**src/rtl/rf_access_arbiter.sv**
```systemverilog
// Round-robin arbiter sharing a single-port register file between the system
// controller (port 0) and the configuration/debug master (port 1).
module rf_access_arbiter #(
  parameter int ADDR_WIDTH = 4,
  parameter int DATA_WIDTH = 8,
  parameter int RD_TIMEOUT = 8
) (
  input  logic                  CLK,
  input  logic                  RST,
  input  logic                  req0,
  input  logic                  we0,
  input  logic [ADDR_WIDTH-1:0] addr0,
  input  logic [DATA_WIDTH-1:0] wdata0,
  output logic                  gnt0,
  output logic [DATA_WIDTH-1:0] rd_data0,
  output logic                  rd_valid0,
  output logic                  rd_err0,
  input  logic                  req1,
  input  logic                  we1,
  input  logic [ADDR_WIDTH-1:0] addr1,
  input  logic [DATA_WIDTH-1:0] wdata1,
  output logic                  gnt1,
  output logic [DATA_WIDTH-1:0] rd_data1,
  output logic                  rd_valid1,
  output logic                  rd_err1,
  output logic [ADDR_WIDTH-1:0] Address,
  output logic                  WrEn,
  output logic                  RdEn,
  output logic [DATA_WIDTH-1:0] WrData,
  input  logic [DATA_WIDTH-1:0] RdData,
  input  logic                  RdData_Valid,
  output logic                  busy
);

  localparam int CNT_WIDTH = $clog2(RD_TIMEOUT);
  localparam logic [CNT_WIDTH-1:0] CNT_LAST = CNT_WIDTH'(RD_TIMEOUT - 1);

  typedef enum logic [1:0] {IDLE, ISSUE, WAIT_RD} state_t;

  state_t                state, state_next;
  logic                  owner, last;
  logic                  cmd_we;
  logic [ADDR_WIDTH-1:0] cmd_addr;
  logic [DATA_WIDTH-1:0] wr_data_q;
  logic [CNT_WIDTH-1:0]  cnt;

  logic                  take, take_owner;
  logic                  sel_we;
  logic [ADDR_WIDTH-1:0] sel_addr;
  logic [DATA_WIDTH-1:0] sel_wdata;
  logic                  rd_done, rd_timeout, rd_finish;

  always_comb begin
    // NOTE: every variable gets a default before the case so no path leaves it
    // unassigned, which would otherwise infer a latch.
    state_next = state;
    take       = 1'b0;
    take_owner = last;
    rd_done    = 1'b0;
    rd_timeout = 1'b0;
    unique case (state)
      IDLE: begin
        if (req0 && req1) begin
          take       = 1'b1;
          take_owner = ~last;
        end else if (req0) begin
          take       = 1'b1;
          take_owner = 1'b0;
        end else if (req1) begin
          take       = 1'b1;
          take_owner = 1'b1;
        end
        if (take) state_next = ISSUE;
      end
      ISSUE: state_next = cmd_we ? IDLE : WAIT_RD;
      WAIT_RD: begin
        // Valid wins over a timeout landing in the same cycle.
        if (RdData_Valid) begin
          rd_done    = 1'b1;
          state_next = IDLE;
        end else if (cnt == CNT_LAST) begin
          rd_timeout = 1'b1;
          state_next = IDLE;
        end
      end
      default: state_next = IDLE;
    endcase
    sel_we    = take_owner ? we1    : we0;
    sel_addr  = take_owner ? addr1  : addr0;
    sel_wdata = take_owner ? wdata1 : wdata0;
    rd_finish = rd_done | rd_timeout;
  end

  // NOTE: sequential state is updated with non-blocking assignments so every
  // register samples the pre-edge values regardless of statement order.
  always_ff @(posedge CLK or negedge RST) begin
    if (!RST) begin
      state     <= IDLE;
      owner     <= 1'b0;
      last      <= 1'b1;
      cmd_we    <= 1'b0;
      cmd_addr  <= '0;
      wr_data_q <= '0;
      cnt       <= '0;
      rd_data0  <= '0;
      rd_valid0 <= 1'b0;
      rd_err0   <= 1'b0;
      rd_data1  <= '0;
      rd_valid1 <= 1'b0;
      rd_err1   <= 1'b0;
    end else begin
      state     <= state_next;
      rd_valid0 <= 1'b0;
      rd_err0   <= 1'b0;
      rd_valid1 <= 1'b0;
      rd_err1   <= 1'b0;

      if (take) begin
        owner     <= take_owner;
        last      <= take_owner;
        cmd_we    <= sel_we;
        cmd_addr  <= sel_addr;
        wr_data_q <= sel_we ? sel_wdata : '0;
      end

      if (state == ISSUE)        cnt <= '0;
      else if (state == WAIT_RD) cnt <= cnt + 1'b1;

      if (rd_finish) begin
        if (!owner) begin
          rd_valid0 <= 1'b1;
          rd_err0   <= rd_timeout;
          rd_data0  <= rd_timeout ? '0 : RdData;
        end else begin
          rd_valid1 <= 1'b1;
          rd_err1   <= rd_timeout;
          rd_data1  <= rd_timeout ? '0 : RdData;
        end
      end
    end
  end

  // Bus outputs are decoded from registered state only.
  assign gnt0    = (state == ISSUE) && !owner;
  assign gnt1    = (state == ISSUE) &&  owner;
  assign WrEn    = (state == ISSUE) &&  cmd_we;
  assign RdEn    = (state == ISSUE) && !cmd_we;
  assign Address = cmd_addr;
  assign WrData  = wr_data_q;
  assign busy    = (state != IDLE);

endmodule

```
**config.mk**
```make
export PLATFORM = sky130hd
export DESIGN_NAME = rf_access_arbiter
export DESIGN_NICKNAME = d
export VERILOG_FILES = /design/src/rtl/rf_access_arbiter.sv
export SDC_FILE = /design/constraint.sdc
export NUM_CORES = 1
export LEC_CHECK = 0
export CAP_MARGIN = 20
export CORE_ASPECT_RATIO = 0.75
export CORE_UTILIZATION = 42
export CTS_BUF_LIST = sky130_fd_sc_hd__clkbuf_4
export CTS_CLUSTER_DIAMETER = 150
export CTS_CLUSTER_SIZE = 16
export DETAILED_ROUTE_END_ITERATION = 16
export GPL_TIMING_DRIVEN = 0
export HOLD_SLACK_MARGIN = 0.1
export PLACE_DENSITY = 0.78
export REMOVE_ABC_BUFFERS = 1
export SYNTH_ARGS = -nofsm -noshare
export SYNTH_HDL_FRONTEND = slang
export SYNTH_SLANG_ARGS = --single-unit
```
**constraint.sdc**
```tcl
create_clock -name CLK -period 1.6 [get_ports CLK]
set_input_delay 0.4 -clock CLK [delete_from_list [all_inputs] [get_ports CLK]]
set_output_delay 0.4 -clock CLK [all_outputs]
set_load 0.005 [all_outputs]
```
### After elaboration in Yosys (flattened, before gate mapping)

Index checks and enable logic that the tools add are counted.

* add/sub/neg operators: 1
* $mul: 0
* divide/modulo/power cells: 0
* $lt $le $gt $ge: 0
* eq/ne operators: 5
* shifts and indexed selects: 0
* mux-type cells: 34
* bitwise gates (word level): 3
* reductions and logical operators: 13

Operators with widths (count)
* $mux 8: 3
* $mux 1: 23
* $mux 2: 4
* $mux 3: 2
* $pmux 2 s3: 1
* $reduce_and 2->1: 3
* $logic_and 1x1->1: 5
* $mux 4: 1
* $reduce_bool 2->1: 2
* $add 3x1->3 const B: 1
* $eq 3x3->1 const B: 1
* $ne 3x3->1 const B: 1
* $eq 2x1->1 const B: 1
* $eq 2x2->1 const B: 1
* $logic_not 1->1: 2
* $logic_not 2->1: 1
* $ne 2x1->1 const B: 1
* $not 1->1: 2
* $or 1x1->1: 1

* bits in registers: 40
* latch bits: 0
* RAM bits: 0
* ROM bits: 0
* bits of input ports: 39
* output and inout bits: 37
* word-level logic and storage cells: 69
* memories kept: 0

### Depth between registers and ports, before layout

Gate-level depths: netlist of run 1.

* depth in word-level cells: 6
* mapped depth: 7
* gate-level depth less buffers: 5

### Worst setup path after synthesis of run 1

OpenSTA, ideal clock, no wires.

* kind: flip-flop to flip-flop
* start point: reg cnt[0]
* end point: reg rd_data1[6]
* library setup time: 128 ps
* arrival time: 1427 ps
* data required time: 1472 ps
* slack: 45 ps
* stages on the path, launching flop included: 6
* path buffers: 1
* period minus slack after synthesis: 1555 ps
* cell sequence: dfrtp_1 ha_1 ha_1 o211ai_1 buf_2 o21ai_0

* word-level cells in the longest chain between the ends: 6
* elaborated cells on any way between the ends: 7
* classes of those cells: eq/ne (1); mux (4); bitwise (1); reduce/logical (1)

Ends and longest elaborated chain
* from (decl): RTL line 45 `logic [CNT_WIDTH-1:0] cnt;`
* from (signal assigned): RTL line 127 `else if (state == WAIT_RD) cnt <= cnt + 1'b1;`
* $eq 3x3->1 (*): RTL line 81 `end else if (cnt == CNT_LAST) begin`
* $mux 1 (*): RTL line 81
* $mux 1 (*): RTL line 78 `if (RdData_Valid) begin`
* $mux 1 (*): RTL line 61 `unique case (state)`
* $or 1x1->1: RTL line 91 `rd_finish = rd_done | rd_timeout;`
* $reduce_and 2->1 (no line)
* to (signal assigned): RTL line 137 `rd_data1 <= rd_timeout ? '0 : RdData;`
* to (decl): RTL line 23 `output logic [DATA_WIDTH-1:0] rd_data1,`

Mark *: on every way between the ends. The rest lies on a longest branch, timed or not.
A chain may end at the register's enable or synchronous reset.

### Final worst setup path of run 1

* start point: reg state[0]
* end point: out busy

* word-level cells in the longest chain between the ends: 1

Ends and longest elaborated chain
* from (decl): RTL line 40 `state_t state, state_next;`
* from (signal assigned): RTL line 112 `state <= state_next;`
* $reduce_bool 2->1: RTL line 150 `assign busy = (state != IDLE);`
* to (decl): RTL line 32 `output logic busy`

Every way passes these cells.

==> results.py, run 1 <==
metrics = {
    "worst_setup_path": {
        "critical-path-max-stage-delay_ns": 0.43,
        "cp.arrival_ns": 1.42,
        "critPathKind": "flip-flop to output port",
        "reg2reg_slack_ns": -0.18,
        "critical_path.reg2reg.endpoint": "WrData[4]",
        "critPathCaptureType": "output port",
        "timing.critical_path.required_ns": 1.20,
        "worstReg2RegStart": "state[0]",
        "cp.buffers_inverters": 4,
        "cp-start-kind": "flip-flop",
        "slowest_stage": "sky130_fd_sc_hd__dfrtp_1",
        "critPathTopFamily": "buffers and inverters",
        "reg2reg_depth": 9,
        "path_cells": "buf_4 -> inv_4 -> ha_4 -> inv_8 -> dlygate4sd2_1",
        "crit_path_max_fanout": 2,
    },
    "logic_synthesis": {
        "yosys_register_bits": 40,
        "synth_top_family_by_area": "compound AO/OA/AOI/OAI gates",
        "ys_top_cells_by_area": "sky130_fd_sc_hd__dfrtp_1 (45%), sky130_fd_sc_hd__o21ai_0 (6.5%), sky130_fd_sc_hd__o41ai_2 (6.0%), sky130_fd_sc_hd__nand2_1 (5.4%), sky130_fd_sc_hd__nand3b_1 (3.8%)",
        "postSynth.topFlopCell": "sky130_fd_sc_hd__dfrtp_1",
        "post_synth_mux_area_share_pct": 1.038,
        "yosys_warnings": 0,
        "synth_adder_area_share_pct": 2.884,
        "synthCells": 216,
        "synth_top_area_share_pct": 44.98,
        "async_reset_ff_share_pct": 100.0,
        "seq_area_frac_synth_pct": 46.19,
        "syn_area_per_cell_um2": 10.04,
        "post_synth_xor_area_fraction_pct": 0,
        "synth_largest_area_cell": "sky130_fd_sc_hd__dfrtp_1",
        "post_synth_num_cell_types": 31,
        "synth-compound-area-share_pct": 30.05,
        "number_of_synthesized_flops_with_an_enable_pin": 0,
        "synthesis.area_mm2": 0.002170,
        "synth_simple_gate_area_share_pct": 12.75,
    },
    "placed_design": {
        "detail_placement_hpwl_um": 3586,
        "final_replace_weighted_congestion": 0.7414,
        "dpl.cell_count": 336,
        "number_of_i_o_port_buffers": 75,
    },
    "die": {
        "die_width_um": 84.99,
        "i_o_pins": 76,
        "coreArea_mm2": 0.004927,
        "die_h_um": 64.25,
        "dieArea_mm2": 0.005460,
        "start_util_pct": 44.03,
        "std_cell_rows": 22,
    },
    "routing": {
        "drt.antenna.violating_nets": 0,
        "routedWlPerCell_um": 17.20,
        "dr.pass1.iters": 4,
        "drt-total-wl_um": 6500,
        "drt_iter0_drc": 170,
        "vias": 2098,
        "drc_errors": 0,
        "detail_route.vias_per_cell": 5.550,
    },
    "clocking": {
        "tritoncts": "yes",
        "cts-buffers-inserted": 5,
        "root_buf_cell": "sky130_fd_sc_hd__clkbuf_4",
        "clock_latency_at_the_later_pin_of_the_worst_skew_pair_ns": 0.35,
        "max-clock-path-buffers": 2,
        "path_clk_slew_ns": 0.13,
        "htreeDepth": 2,
        "numClockSinks": 40,
    },
    "timing": {
        "rsz0062_at_grt": "true",
        "worst_margin_pin_slew_ns": 0.9118,
        "maxSlewHeadroom_pct": 39.22,
        "final_period_minus_worst_setup_slack_ns": 1.822,
        "final.setup.tns_ns": -2.603,
        "post-route-worst-setup-slack_ns": -0.2223,
        "timing_max_transition_violations_final": 0,
        "timing.final.crit_share_pct": 113.9,
        "setup_viol": 21,
        "fmax_mhz": 548.8,
        "clock_skew_ns": 0.008370,
        "hold_viol_final": 0,
    },
    "global_routing": {
        "wire_length_of_the_first_global_routing_pass_um": 9873,
        "grt_pass1_vias": 1987,
        "pin_count_of_the_biggest_net_entering_global_routing": 41,
        "grt_overflow_total": 0,
        "grt_antenna_before_repair": 0,
        "grt_util_all_layers_pct": 23.41,
    },
    "final_layout": {
        "fin_cells": 378,
        "num_antenna_cells": 0,
        "syn2layout_area_growth_pct": 57.50,
        "finalNetCount": 361,
        "drive_above_1_share_pct": 28.93,
    },
    "run_status": {
        "status": "complete, but fails checks",
        "violations": "setup timing",
    },
    "power_and_ir_drop": {
        "pwr_density_cell_mw_per_mm2": 1727,
        "peakVddDrop_mv": 0.8111,
        "power.static_leakage_uw": 0.001655,
    },
    "flow_run": {
        "maxCapViolations": 0,
    },
    "hold_path": {
        "hp-class": "input pin to asynchronous set/reset pin",
    },
}
how the worst max path moves through the flow:
stage,start,endpoint,depth (start not counted)
detailed placement,req0,Address[2],5
floorplan,state[0],Address[0],4
global placement,req0,owner,3
CTS,state[0],busy,5
finish,state[0],busy,5
global route,state[0],WrData[4],9
cell type report:
type                            count  area, µm²
Fill cell                         376       1510
Multi-Input combinational cell    146       1181
Timing Repair Buffer              110       1011
Sequential cell                    40       1007
Tap cell                           60      75.07
Inverter                           14      62.56
Clock inverter                      3      42.54
Clock buffer                        5      37.54
cells by family (layout without fill, tap and decap cells):
family / after synthesis / after routing
AND/OR/NAND/NOR: 56 / 56
flip-flops: 40 / 40
AO/OA/AOI/OAI: 83 / 83
buffers and inverters: 30 / 132
adder cells (fa/ha/maj): 5 / 5
multiplexers: 2 / 2
cells in the mapped netlist (4+ instances only):
cell type and instances:
sky130_fd_sc_hd__buf_2 6, sky130_fd_sc_hd__o31ai_2 6, sky130_fd_sc_hd__o21ai_0 28, sky130_fd_sc_hd__nand2_1 31, sky130_fd_sc_hd__ha_1 5, sky130_fd_sc_hd__a21oi_1 9
sky130_fd_sc_hd__nand3b_1 11, sky130_fd_sc_hd__o2111ai_1 4, sky130_fd_sc_hd__a211oi_1 8, sky130_fd_sc_hd__a21o_1 8, sky130_fd_sc_hd__nor2_1 4, sky130_fd_sc_hd__dfrtp_1 39
sky130_fd_sc_hd__and2_1 4, sky130_fd_sc_hd__o311ai_1 4, sky130_fd_sc_hd__inv_1 12, sky130_fd_sc_hd__o41ai_2 8, sky130_fd_sc_hd__buf_4 5
registers in the layout, indices dropped and copies added (netlist names):
signal / flops
WrData: 8
owner: 1
cnt: 3
state: 2
rd_data0: 8
Address: 4
cmd_we: 1
rd_err0: 1
rd_valid1: 1
rd_valid0: 1
rd_data1: 8
last: 1
rd_err1: 1
through the flow:
stage	worst slack [ns]	total power [µW]	area, µm²	hold WS (ns)	utilization, %
2_1_floorplan	-0.3381	2996	2068	0.1044	-
3_3_place_gp	-1.354	4194	2894	0.4599	58.74
3_5_place_dp	-1.081	4270	2897	0.4598	58.79
4_1_cts	-0.1956	5508	3274	0.1781	66.46
5_1_grt	-0.2915	6269	3417	0.2070	69.35
6_report	-0.2223	5902	3417	0.1598	69.35
cell usage in the layout, fill, tap and decap left out, drive strengths merged, types with 5 or more instances in the layout:
master and n:
a211oi 8, a21o 8, a21oi 9, buf 40
clkbuf 6, clkdlybuf4s50 35, dfrtp 39, dlygate4sd2 32
ha 5, inv 14, nand2 31, nand3b 11
o21ai 31, o31ai 8, o41ai 8
power by group:
group	internal, µW	total, µW	switching [µW]
Clock	326	687	361
Sequential	1470	1800	333
Combinational	1840	3410	1580
Total	3630	5900	2270
timing repair:
item,in CTS,in global routing
resized for setup,91,23
buffers inserted,24,8
hold buffers,0,0
cloned,0,2
endpoints found under the setup margin,71,37
pin swaps,7,4
per-layer routing:
| metal | track usage, % | share of wire, % |
|---|---|---|
| met1 | 31.40 | 45 |
| met2 | 37.70 | 48 |
| met3 | 4.522 | 4.9 |
| met4 | 8.475 | 1.7 |
| met5 | 0 | 0 |
Power figures use the tool's default switching activity.
==> run 2: changes to the inputs <==
--- a/config.mk
+++ b/config.mk
@@ -7,14 +7,15 @@
 export LEC_CHECK = 0
 export CAP_MARGIN = 20
 export CORE_ASPECT_RATIO = 0.75
-export CORE_UTILIZATION = 42
+export CORE_UTILIZATION = 50
 export CTS_BUF_LIST = sky130_fd_sc_hd__clkbuf_4
 export CTS_CLUSTER_DIAMETER = 150
 export CTS_CLUSTER_SIZE = 16
 export DETAILED_ROUTE_END_ITERATION = 16
+export DONT_BUFFER_PORTS = 1
 export GPL_TIMING_DRIVEN = 0
 export HOLD_SLACK_MARGIN = 0.1
-export PLACE_DENSITY = 0.78
+export PLACE_DENSITY = 0.68
 export REMOVE_ABC_BUFFERS = 1
 export SYNTH_ARGS = -nofsm -noshare
 export SYNTH_HDL_FRONTEND = slang
==> results.py, run 2 (same netlist as run 1, synthesis figures left out) <==
metrics = {
    "run_status": {
        "status": "complete, no violations",
    },
    "global_routing": {
        "grt_overflow_total": 0,
        "pin_count_of_the_biggest_net_entering_global_routing": 41,
        "grt_util_all_layers_pct": 26.25,
        "wire_length_of_the_first_global_routing_pass_um": 9032,
        "grt_pass1_vias": 1837,
        "grt_antenna_before_repair": 0,
    },
    "routing": {
        "drt_iter0_drc": 202,
        "metal_1_wl_um": 2293,
        "dr.pass1.iters": 4,
        "drc_errors": 0,
        "highest_layer": "met4",
        "dr_wl_met2_um": 3139,
        "drt-total-wl_um": 6085,
        "detail_route.vias_per_cell": 6.465,
        "vias": 1836,
        "routedWlPerCell_um": 21.43,
        "met3WireLength_um": 575,
        "drt.antenna.violating_nets": 0,
    },
    "final_layout": {
        "seqCellArea_mm2": 0.001007,
        "syn2layout_area_growth_pct": 17.42,
        "drive_above_1_share_pct": 29.26,
        "most-common-layout-cells": "sky130_fd_sc_hd__dfrtp_1 (38), sky130_fd_sc_hd__nand2_1 (31), sky130_fd_sc_hd__o21ai_0 (28)",
        "multi_input_comb_area_mm2": 0.001156,
        "num_antenna_cells": 0,
        "post-route-util_pct": 62.07,
        "final.fill_count": 355,
        "finalNetCount": 272,
        "postLayoutCellArea_mm2": 0.002547,
        "most_common_cell_after_layout_fill_and_taps_aside": "sky130_fd_sc_hd__dfrtp_1",
    },
    "placed_design": {
        "placedInstanceArea_mm2": 0.002145,
        "number_of_i_o_port_buffers": 0,
        "final_replace_weighted_congestion": 0.7426,
        "dpl_worst_slack_ns": -0.7022,
        "detail_placement_hpwl_um": 3552,
    },
    "worst_setup_path": {
        "critical_path.reg2reg.endpoint": "WrData[5]",
        "critPathCaptureType": "flip-flop",
        "crit_path_end": "WrData[5]",
        "critical-path-max-stage-delay_ns": 0.68,
        "crit_path_start": "last",
        "cp.arrival_ns": 1.83,
        "timing.critical_path.required_ns": 1.84,
        "path_cells": "nand2b_2 -> a32oi_4 -> o41ai_2",
        "crit_path_max_fanout": 6,
        "reg2reg_slack_ns": 0.002,
        "critPathKind": "flip-flop to flip-flop",
        "reg2reg_depth": 3,
        "cp-start-kind": "flip-flop",
        "slowest_stage": "sky130_fd_sc_hd__dfstp_4",
        "worstReg2RegStart": "last",
    },
    "clocking": {
        "numClockSinks": 40,
        "path_clk_slew_ns": 0.12,
        "htreeDepth": 2,
        "clock_latency_at_the_later_pin_of_the_worst_skew_pair_ns": 0.35,
        "root_buf_cell": "sky130_fd_sc_hd__clkbuf_4",
        "max-clock-path-buffers": 2,
        "cts-buffers-inserted": 5,
        "tritoncts": "yes",
    },
    "die": {
        "dieArea_mm2": 0.004609,
        "die_h_um": 59.05,
        "die_width_um": 78.06,
        "start_util_pct": 52.87,
        "std_cell_rows": 20,
        "coreArea_mm2": 0.004104,
        "i_o_pins": 76,
    },
    "timing": {
        "timing.final.crit_share_pct": 99.86,
        "final_period_minus_worst_setup_slack_ns": 1.598,
        "post-route-worst-setup-slack_ns": 0.002311,
        "worst_margin_pin_slew_ns": 0.4215,
        "fmax_mhz": 625.9,
        "maxSlewHeadroom_pct": 71.90,
        "hold_viol_final": 0,
        "fin_worst_hold_slack_ns": 0.1976,
        "setup_viol": 0,
        "clock_skew_ns": 0.002150,
        "rsz0062_at_grt": "true",
        "timing_max_transition_violations_final": 0,
    },
    "power_and_ir_drop": {
        "total_power_uw": 4793,
        "pwr_density_cell_mw_per_mm2": 1881,
        "power.static_leakage_uw": 0.001160,
        "peakVddDrop_mv": 0.8503,
    },
    "hold_path": {
        "hold_path_startpoint": "RdData[7]",
        "hp-class": "input pin to flip-flop",
    },
    "flow_run": {
        "maxCapViolations": 0,
    },
}
-- run 2: cell types whose count changed in the layout (fill, tap and decap cells not counted), sizes merged --
cell	change
dlygate4sd2	-32
dlygate4sd3	+1
buf	-21
clkdlybuf4s50	-35
a32oi	+1
clkdlybuf4s15	-1
clkbuf	-1
dlymetal6s2s	-1
-- run 2: worst max-delay path, delay by kind of cell (launching register included) --
family / cells / cell delay, ns
compound gates: 2 / 0.62
simple gates: 1 / 0.18
flops: 1 / 0.68
-- run 2: worst min-delay path by stage --
stage	end	slack, ns	cells past startpoint
detailed placement	rd_data1[2]	0.10	0
finish	rd_data0[7]	0.20	2
global placement	rd_data1[0]	0.11	0
global route	rd_data0[7]	0.19	2
CTS	rd_data0[7]	0.19	2
floorplan	Address[0]	0.10	0
-- run 2: area by class of cell --
| class | instances | share of cell area (%) |
|---|---|---|
| inverters | 14 | 2.358 |
| multi-input cells | 147 | 45.38 |
| clock inverters | 3 | 1.670 |
| well taps | 55 | 2.701 |
| flip-flops and latches | 40 | 39.54 |
| repair buffers | 20 | 6.876 |
| clock buffers | 5 | 1.473 |
-- run 2: through the flow --
step | TNS, ns | cells
finish | 0 | 284
global route | -0.4413 | 284
CTS | -0.2001 | 273
detailed placement | -15.21 | 256
global placement | -17.02 | 255
floorplan | -5.227 | 200
-- run 2: what timing repair did --
action                                  in CTS  in global routing
endpoints found under the setup margin      40                 34
pin swaps                                    3                  3
setup buffers                                6                  8
hold endpoints to repair                    40                  0
hold buffers                                 2                  0
resized for setup                           17                 21
gates cloned                                 1                  3
-- run 2: routing by layer --
| layer | track usage, % | vias up |
|---|---|---|
| met5 | 0 | - |
| met4 | 10.58 | 0 |
| met1 | 33.27 | 926 |
| met2 | 43.73 | 89 |
| li1 | - | 811 |
| met3 | 6.769 | 10 |
-- run 2: power breakdown --
| part | switching [µW] | internal [µW] | leakage, µW |
|---|---|---|---|
| clock network | 346 | 326 | 0.0000412 |
| registers | 408 | 1470 | 0.000510 |
| logic | 1260 | 979 | 0.000609 |
| total | 2010 | 2780 | 0.00116 |
==> run 3: changes to the inputs <==
--- a/config.mk
+++ b/config.mk
@@ -17,6 +17,7 @@
 export HOLD_SLACK_MARGIN = 0.1
 export PLACE_DENSITY = 0.68
 export REMOVE_ABC_BUFFERS = 1
+export SLEW_MARGIN = 20
 export SYNTH_ARGS = -nofsm -noshare
 export SYNTH_HDL_FRONTEND = slang
 export SYNTH_SLANG_ARGS = --single-unit
==> results.py, run 3 (same netlist as run 1, synthesis figures left out) <==
metrics = {
    "clocking": {
        "tritoncts": "yes",
        "max-clock-path-buffers": 2,
        "path_clk_slew_ns": 0.13,
        "numClockSinks": 40,
        "htreeDepth": 2,
        "clock_latency_at_the_later_pin_of_the_worst_skew_pair_ns": 0.34,
        "cts-buffers-inserted": 5,
        "root_buf_cell": "sky130_fd_sc_hd__clkbuf_4",
    },
    "global_routing": {
        "grt_util_all_layers_pct": 25.58,
        "wire_length_of_the_first_global_routing_pass_um": 8797,
        "grt_antenna_before_repair": 0,
        "grt_overflow_total": 0,
        "grt_pass1_vias": 1775,
        "pin_count_of_the_biggest_net_entering_global_routing": 41,
    },
    "timing": {
        "fin_worst_hold_slack_ns": 0.2017,
        "setup_viol": 8,
        "maxSlewHeadroom_pct": 65.49,
        "worst_margin_pin_slew_ns": 0.5157,
        "rsz0062_at_grt": "true",
        "final_period_minus_worst_setup_slack_ns": 1.633,
        "hold_viol_final": 0,
        "fmax_mhz": 612.5,
        "timing_max_transition_violations_final": 0,
        "post-route-worst-setup-slack_ns": -0.03255,
        "clock_skew_ns": 0.007697,
        "timing.final.crit_share_pct": 102.0,
    },
    "routing": {
        "detail_route.vias_per_cell": 6.411,
        "vias": 1840,
        "routedWlPerCell_um": 21.04,
        "drt_iter0_drc": 227,
        "drt.antenna.violating_nets": 0,
        "drc_errors": 0,
        "drt-total-wl_um": 6038,
        "dr.pass1.iters": 4,
    },
    "run_status": {
        "status": "complete, but fails checks",
        "violations": "setup timing",
    },
    "die": {
        "dieArea_mm2": 0.004609,
        "i_o_pins": 76,
        "std_cell_rows": 20,
        "coreArea_mm2": 0.004104,
        "start_util_pct": 52.87,
        "die_width_um": 78.06,
        "die_h_um": 59.05,
    },
    "worst_setup_path": {
        "crit_path_end": "rd_data1[1]",
        "reg2reg_slack_ns": -0.03,
        "reg2reg_depth": 7,
        "critical_path.reg2reg.endpoint": "rd_data1[1]",
        "worstReg2RegStart": "cnt[0]",
        "crit_path_start": "cnt[0]",
        "cp-start-kind": "flip-flop",
        "critPathKind": "flip-flop to flip-flop",
        "crit_path_max_fanout": 4,
        "timing.critical_path.required_ns": 1.87,
        "cp.arrival_ns": 1.90,
        "critPathCaptureType": "flip-flop",
    },
    "power_and_ir_drop": {
        "pwr-share-comb_pct": 48.4,
        "swShare_pct": 43.03,
        "pwr_density_cell_mw_per_mm2": 1826,
        "netsw_uw": 2017,
        "clockPowerShare_pct": 10.8,
        "pwr-share-seq_pct": 40.8,
        "total_power_uw": 4687,
        "peakVddDrop_mv": 0.8899,
        "power.static_leakage_uw": 0.001156,
        "power_report.internal_total_uw": 2670,
    },
    "placed_design": {
        "detail_placement_hpwl_um": 3540,
        "final_replace_weighted_congestion": 0.7426,
        "number_of_i_o_port_buffers": 0,
        "dpl_worst_slack_ns": -0.6064,
    },
    "final_layout": {
        "syn2layout_area_growth_pct": 18.34,
        "most_common_cell_after_layout_fill_and_taps_aside": "sky130_fd_sc_hd__dfrtp_1",
        "finalNetCount": 275,
        "drive_above_1_share_pct": 31.47,
        "num_antenna_cells": 0,
        "most-common-layout-cells": "sky130_fd_sc_hd__dfrtp_1 (38), sky130_fd_sc_hd__nand2_1 (29), sky130_fd_sc_hd__o21ai_0 (25)",
    },
    "flow_run": {
        "maxCapViolations": 0,
    },
    "hold_path": {
        "hp-class": "input pin to flip-flop",
    },
}
run 3: changes by cell type in the layout (fill, tap and decap cells not counted), moves of 2 or more:
cell	previous run	this run
sky130_fd_sc_hd__buf_2	2	0
sky130_fd_sc_hd__o21ai_1	0	3
sky130_fd_sc_hd__buf_4	12	15
sky130_fd_sc_hd__o311ai_1	1	4
sky130_fd_sc_hd__ha_4	2	4
sky130_fd_sc_hd__o311ai_2	3	0
sky130_fd_sc_hd__nand2_2	0	2
sky130_fd_sc_hd__a211oi_1	8	6
sky130_fd_sc_hd__a211oi_2	0	2
sky130_fd_sc_hd__nand2_1	31	29
sky130_fd_sc_hd__o21ai_0	28	25
run 3: area by class of cell:
class / instances / area, µm²
Multi-Input combinational cell: 147 / 1171
Clock buffer: 5 / 37.54
Sequential cell: 40 / 1007
Timing Repair Buffer: 23 / 206.4
Clock inverter: 3 / 18.77
Tap cell: 55 / 68.82
Fill cell: 353 / 1536
Inverter: 14 / 57.56
run 3: critical path, stage by stage (launching register included):
cell and delay (ns):
sky130_fd_sc_hd__dfrtp_1 0.43, sky130_fd_sc_hd__ha_4 0.18, sky130_fd_sc_hd__ha_4 0.17, sky130_fd_sc_hd__o211ai_1 0.35, sky130_fd_sc_hd__buf_4 0.19, sky130_fd_sc_hd__buf_4 0.12
sky130_fd_sc_hd__nand2_1 0.05, sky130_fd_sc_hd__o21ai_0 0.08
run 3: metal layers:
layer	GRT usage [%]	wire length, µm	up-vias
li1	-	-	821
met1	34.04	2466	894
met4	10.58	182	0
met2	41.10	2875	104
met3	5.846	514	21
met5	0	0	-
run 3: per-stage QoR:
stage,instance area (µm²),utilization (%),setup TNS (ns),cells
after detailed placement,2141,52.16,-15.03,255
after floorplan,2068,-,-5.227,200
after CTS,2384,58.08,-0.05201,276
after global routing,2567,62.56,-0.9605,287
final,2567,62.56,-0.1445,287
after global placement,2137,52.07,-17.02,255
run 3: worst min path at each step:
| stage | start | endpoint | cells after the start |
|---|---|---|---|
| after floorplan | RST | Address[0] | 0 |
| after global placement | RST | rd_data1[0] | 0 |
| after detailed placement | RST | rd_data1[2] | 0 |
| after CTS | RdData[0] | rd_data0[0] | 2 |
| after global routing | RdData[7] | rd_data1[7] | 2 |
| final | RdData[7] | rd_data1[7] | 2 |
run 3: power groups by stage:
stage	combinational (µW)	clock, µW	sequential, µW
final	2270	505	1910
after global routing	2470	550	1970
after CTS	1960	511	1890
after detailed placement	1430	0	1990
after global placement	1310	0	1970
after floorplan	1150	0	1850
run 3: timing repair:
item | in CTS | in global routing
gates cloned | 0 | 3
gates resized for setup | 17 | 27
hold buffers | 2 | 0
setup buffers | 11 | 8
hold endpoints to repair | 40 | 0
pin swaps | 4 | 10
endpoints found under the setup margin | 40 | 38
